==> src/rtl/wishbone_if.sv <==
// 8-bit pipelined Wishbone bus bundle; signal suffixes are from the master's point of view.
interface wishbone_if;
  logic       cyc_o;
  logic       stb_o;
  logic       we_o;
  logic [7:0] adr_o;
  logic [7:0] dat_o;
  logic [7:0] dat_i;
  logic       ack_i;
  logic       stall_i;

  modport master (
    output cyc_o, stb_o, we_o, adr_o, dat_o,
    input  dat_i, ack_i, stall_i
  );

  modport slave (
    input  cyc_o, stb_o, we_o, adr_o, dat_o,
    output dat_i, ack_i, stall_i
  );
endinterface

==> src/rtl/wishbone_master.sv <==
// Single-outstanding Wishbone (pipelined) master turning local write/read strobes into bus cycles.
// Define WISHBONE_MASTER_TIMEOUT_EN to abort transfers that see no ack within TIMEOUT_CYCLES.
module wishbone_master #(
  parameter int unsigned TIMEOUT_CYCLES = 256
) (
  input  logic       clk,
  input  logic       rst,
  input  logic       burst_active,
  input  logic [7:0] write_data,
  input  logic [7:0] write_addr,
  input  logic       write_en,
  output logic       write_ready,
  output logic [7:0] read_data,
  input  logic [7:0] read_addr,
  input  logic       read_en,
  output logic       read_ready,
  wishbone_if.master wb_master
);

  localparam logic [0:0] IDLE     = 1'b0;
  localparam logic [0:0] BUS_WAIT = 1'b1;

  if (TIMEOUT_CYCLES == 0) begin : g_param_check
    $error("TIMEOUT_CYCLES must be nonzero");
  end

  logic [0:0] master_state;
  logic       stb_q;
  logic       we_q;
  logic [7:0] adr_q;
  logic [7:0] dat_q;
  logic [7:0] read_data_q;
  logic       write_ready_q;
  logic       read_ready_q;

`ifdef WISHBONE_MASTER_TIMEOUT_EN
  localparam int unsigned CntW = $clog2(TIMEOUT_CYCLES + 1);
  localparam logic [CntW-1:0] CntMax = CntW'(TIMEOUT_CYCLES - 1);
  logic [CntW-1:0] cnt_q;
`endif

  always_ff @(posedge clk or posedge rst) begin
    if (rst) begin
      master_state  <= IDLE;
      stb_q         <= 1'b0;
      we_q          <= 1'b0;
      adr_q         <= 8'h00;
      dat_q         <= 8'h00;
      read_data_q   <= 8'h00;
      write_ready_q <= 1'b0;
      read_ready_q  <= 1'b0;
`ifdef WISHBONE_MASTER_TIMEOUT_EN
      cnt_q         <= '0;
`endif
    end else begin
      write_ready_q <= 1'b0;
      read_ready_q  <= 1'b0;
      if (master_state == IDLE) begin
        // Write wins when both requests are present.
        if (write_en) begin
          adr_q        <= write_addr;
          dat_q        <= write_data;
          we_q         <= 1'b1;
          stb_q        <= 1'b1;
          master_state <= BUS_WAIT;
`ifdef WISHBONE_MASTER_TIMEOUT_EN
          cnt_q        <= '0;
`endif
        end else if (read_en) begin
          adr_q        <= read_addr;
          we_q         <= 1'b0;
          stb_q        <= 1'b1;
          master_state <= BUS_WAIT;
`ifdef WISHBONE_MASTER_TIMEOUT_EN
          cnt_q        <= '0;
`endif
        end
      end else begin
        if (!wb_master.stall_i) stb_q <= 1'b0;
        if (wb_master.ack_i) begin
          stb_q        <= 1'b0;
          master_state <= IDLE;
          if (we_q) begin
            write_ready_q <= 1'b1;
          end else begin
            read_ready_q <= 1'b1;
            read_data_q  <= wb_master.dat_i;
          end
        end
`ifdef WISHBONE_MASTER_TIMEOUT_EN
        else if (cnt_q == CntMax) begin
          stb_q        <= 1'b0;
          master_state <= IDLE;
        end else begin
          cnt_q <= cnt_q + 1'b1;
        end
`endif
      end
    end
  end

  // Between transfers the bus is held only while the local side declares a burst.
  assign wb_master.cyc_o = (master_state == BUS_WAIT) | burst_active;
  assign wb_master.stb_o = stb_q;
  assign wb_master.we_o  = we_q;
  assign wb_master.adr_o = adr_q;
  assign wb_master.dat_o = dat_q;
  assign write_ready     = write_ready_q;
  assign read_ready      = read_ready_q;
  assign read_data       = read_data_q;

endmodule

==> src/flat_wrapper.sv <==
// flat-port wrapper written by rule: the top's interface ports become plain ports
module wishbone_master_flat 
#(
  parameter int unsigned TIMEOUT_CYCLES = 256
)
  (clk, rst, burst_active, write_data, write_addr, write_en, write_ready, read_data, read_addr, read_en, read_ready, wb_master_cyc_o, wb_master_stb_o, wb_master_we_o, wb_master_adr_o, wb_master_dat_o, wb_master_dat_i, wb_master_ack_i, wb_master_stall_i);
  wishbone_if wb_master_i ();
  input  logic clk;
  input  logic rst;
  input  logic burst_active;
  input  logic [7:0] write_data;
  input  logic [7:0] write_addr;
  input  logic write_en;
  output logic write_ready;
  output logic [7:0] read_data;
  input  logic [7:0] read_addr;
  input  logic read_en;
  output logic read_ready;
  output wire logic [$bits(wb_master_i.cyc_o)-1:0] wb_master_cyc_o;
  output wire logic [$bits(wb_master_i.stb_o)-1:0] wb_master_stb_o;
  output wire logic [$bits(wb_master_i.we_o)-1:0] wb_master_we_o;
  output wire logic [$bits(wb_master_i.adr_o)-1:0] wb_master_adr_o;
  output wire logic [$bits(wb_master_i.dat_o)-1:0] wb_master_dat_o;
  input wire logic [$bits(wb_master_i.dat_i)-1:0] wb_master_dat_i;
  input wire logic [$bits(wb_master_i.ack_i)-1:0] wb_master_ack_i;
  input wire logic [$bits(wb_master_i.stall_i)-1:0] wb_master_stall_i;
  assign wb_master_cyc_o = wb_master_i.cyc_o;
  assign wb_master_stb_o = wb_master_i.stb_o;
  assign wb_master_we_o = wb_master_i.we_o;
  assign wb_master_adr_o = wb_master_i.adr_o;
  assign wb_master_dat_o = wb_master_i.dat_o;
  assign wb_master_i.dat_i = wb_master_dat_i;
  assign wb_master_i.ack_i = wb_master_ack_i;
  assign wb_master_i.stall_i = wb_master_stall_i;
  wishbone_master #(.TIMEOUT_CYCLES(TIMEOUT_CYCLES)) u_core (.clk(clk), .rst(rst), .burst_active(burst_active), .write_data(write_data), .write_addr(write_addr), .write_en(write_en), .write_ready(write_ready), .read_data(read_data), .read_addr(read_addr), .read_en(read_en), .read_ready(read_ready), .wb_master(wb_master_i));
endmodule
==> config.mk <==
export PLATFORM = sky130hd
export DESIGN_NAME = wishbone_master_flat
export DESIGN_NICKNAME = d
export VERILOG_FILES = /design/src/rtl/wishbone_if.sv /design/src/rtl/wishbone_master.sv /design/src/flat_wrapper.sv
export SDC_FILE = /design/constraint.sdc
export NUM_CORES = 1
export LEC_CHECK = 0
export ABC_AREA = 1
export BUFFER_PORTS_ARGS = -buffer_cell sky130_fd_sc_hd__buf_2
export CORE_ASPECT_RATIO = 0.5
export CORE_MARGIN = 2
export CORE_UTILIZATION = 43
export DETAILED_ROUTE_END_ITERATION = 8
export PLACE_DENSITY = 0.84
export SYNTH_ARGS = -nofsm -noshare
export SYNTH_HDL_FRONTEND = slang
export SYNTH_SLANG_ARGS = --single-unit
==> constraint.sdc <==
create_clock -name clk -period 1.25 [get_ports clk]
set_input_delay 0 -clock clk [delete_from_list [all_inputs] [get_ports clk]]
set_output_delay 0 -clock clk [all_outputs]
set_load 0.02 [all_outputs]
==> reports/qor.csv <==
metric,value,unit
HP Class,input port to flip-flop,
"critical path fanouts, max",4,
post-route ant nets,0,
"CTS clk-pin slew, worst paths",60,ps
pin count of the biggest net entering global routing,30,
Slew HR,0.760,
Die Span X,80.3,um
WHS Path Cells,5,
post-synthesis cell count,148,
Crit path arrival time,1150,ps
Rows,13,
Setup Skew,2.17,ps
total track usage,0.217,
XOR/XNOR Fraction of Synth Area,0,
post-synthesis sequential area ratio,0.579,
number of setup buffers added after CTS,0,
clock latency on the worst-skew pair,280,ps
CP Class,flip-flop to output pin,
H-tree levels,2,
final-report setup violation count,0,
"Net Count, Synth",187,
most common cell in the synthesized netlist,nand2_1,
HPWL after DPL,2150,um
unrepaired setup endpoints after global routing,false,
Seq cells post-synth,29,
antenna fix cells,0,
root buffer cell,clkbuf_8,
fmax,873,MHz
number of hold violations in the final report,0,
ys flop type,dfrtp_1,
CP Capture Type,output pin,
Nets,280,
Worst Tran Pin Value,359,ps
post-synth cell types,15,
CTS tree,yes,
worst vdd ir,0.792,mV
Tot Pwr,3750,uW
WP data required,1250,ps
Post-route DRC,0,
Final Critical Period,1150,ps
Die H,42.2,um
main combinational cell family by area after synthesis,simple AND/OR/NAND/NOR gates,
mux cell area share after synthesis,0,
total number of vias,1289,
area grow syn2layout,52.9,%
result of the run,"finished, final reports clean",
Synth Warn #,0,
ratio of cells with drive above 1 in the final layout,0.347,
vias per inst,4.62,
Synth Area in Simple Gates,0.363,
first-pass GRT wire length,5490,um
"EDFF count, synth",0,
WL/cell,12.1,um
Mean Syn Cell Area,8.46,um^2
total grt overflow,0,
"Slew Viols, Final",0,
total die area,3390,um^2
initial antenna violation count,0,
total core area,2680,um^2
drt first pass iters,4,
final period utilization,0.916,
"Cell Area, Synth",1250,um^2
I/O pin count,68,
clk buf depth,2,
GPL Wtd Cong,0.768,
share of the synthesized area in the top cell type,0.579,
"Async S/R FF share, synth",1.00,
compound-cell area share of the yosys netlist,0.0120,
hold bufs inserted after CTS,20,
DR iter-0 viols,61,
Synth area leaders,"dfrtp_1, nand2_1, nand3_1",
port buffer count,67,
post-synth top area cell,dfrtp_1,
Reg2Reg Depth,4,
Total Wirelength,3380,um
Max-cap violations,0,
post-CTS sizing,0,
commonest cells in the netlist,"nand2_1, dfrtp_1, nand3_1",
power per cell area,1960,nW/um^2
Sink Count,29,
Num CTS Buffers,5,
Leak Pwr,0.00112,uW
initial core utilization,0.467,
Setup crit start kind,flip-flop,
vias in the first global route,1217,
synthesized-area fraction occupied by adder cells,0,
final setup TNS,0,ps
-- sequential cells by signal (all words and copies together) (netlist names) --
name and cells:
u_core.master_state 1, u_core.read_data 8, u_core.read_ready 1, u_core.wb_master.adr_o 8
u_core.wb_master.dat_o 8, u_core.wb_master.stb_o 1, u_core.wb_master.we_o 1, u_core.write_ready 1
-- cell type report --
type                    count  area [um^2]
fillers                   198          768
flip-flops and latches     29          726
repair buffers             90          558
well taps                  37         46.3
clock inverters             1         5.00
clock buffers               7         96.3
inverters                   4         15.0
multi-input cells         111          469
-- per-layer routing --
metal	part of all wire	global-route usage
met1	0.43	0.273
met2	0.51	0.358
met3	0.046	0.0539
met4	0.012	0.0915
met5	0	0
-- metrics by stage --
stage	setup slack (ps)	util	std cells	hold WS [ps]	cell area, um^2
finish	105	0.714	279	2.27	1920
global route	38.3	0.714	279	14.6	1920
CTS	98.8	0.714	279	0.717	1920
detailed placement	151	0.601	251	89.4	1610
global placement	194	0.601	251	78.6	1610
floorplan	240	-	148	78.1	1250
-- path summary, 6_finish.rpt --
path,from,end,slack (ps)
setup reg to reg,u_core.wb_master.we_o,u_core.read_data[1],150
hold reg to reg,u_core.read_data[0],u_core.read_data[0],470
setup / recovery,u_core.master_state,wb_master_cyc_o,100
hold / removal,read_addr[4],u_core.wb_master.adr_o[4],2
min in group asynchronous,rst,u_core.wb_master.adr_o[6],330
max in group asynchronous,rst,u_core.wb_master.dat_o[6],660
-- cell families (layout without fill, tap and decap cells) --
group | after synthesis | in the layout
buffers and inverters | 8 | 102
DFF | 29 | 29
and+or+nand+nor | 108 | 108
AOI/OAI and AO/OA | 3 | 3
-- power breakdown --
| group | internal, uW | leakage [uW] | total [uW] | switching (uW) |
|---|---|---|---|---|
| combinational | 507 | 0.000711 | 1440 | 937 |
| clock | 497 | 0.0000542 | 857 | 360 |
| sequential | 1270 | 0.000359 | 1450 | 178 |
| total | 2270 | 0.00112 | 3750 | 1480 |
-- critical path, stage by stage, from the launching register on --
cell and delay, ps:
dfrtp_1 410, or2_2 300, buf_2 160
-- cell usage in the layout (no fill, tap or decap), types with 2 or more instances in the layout --
cell type and count:
buf_2 67, buf_4 3, clkbuf_8 7, dfrtp_1 29
dlygate4sd3_1 20, inv_1 3, nand2_1 84, nand2_4 2
nand3_1 17, nor2_1 2, o21ai_0 2
No activity file was read; power rests on OpenSTA's default activity.
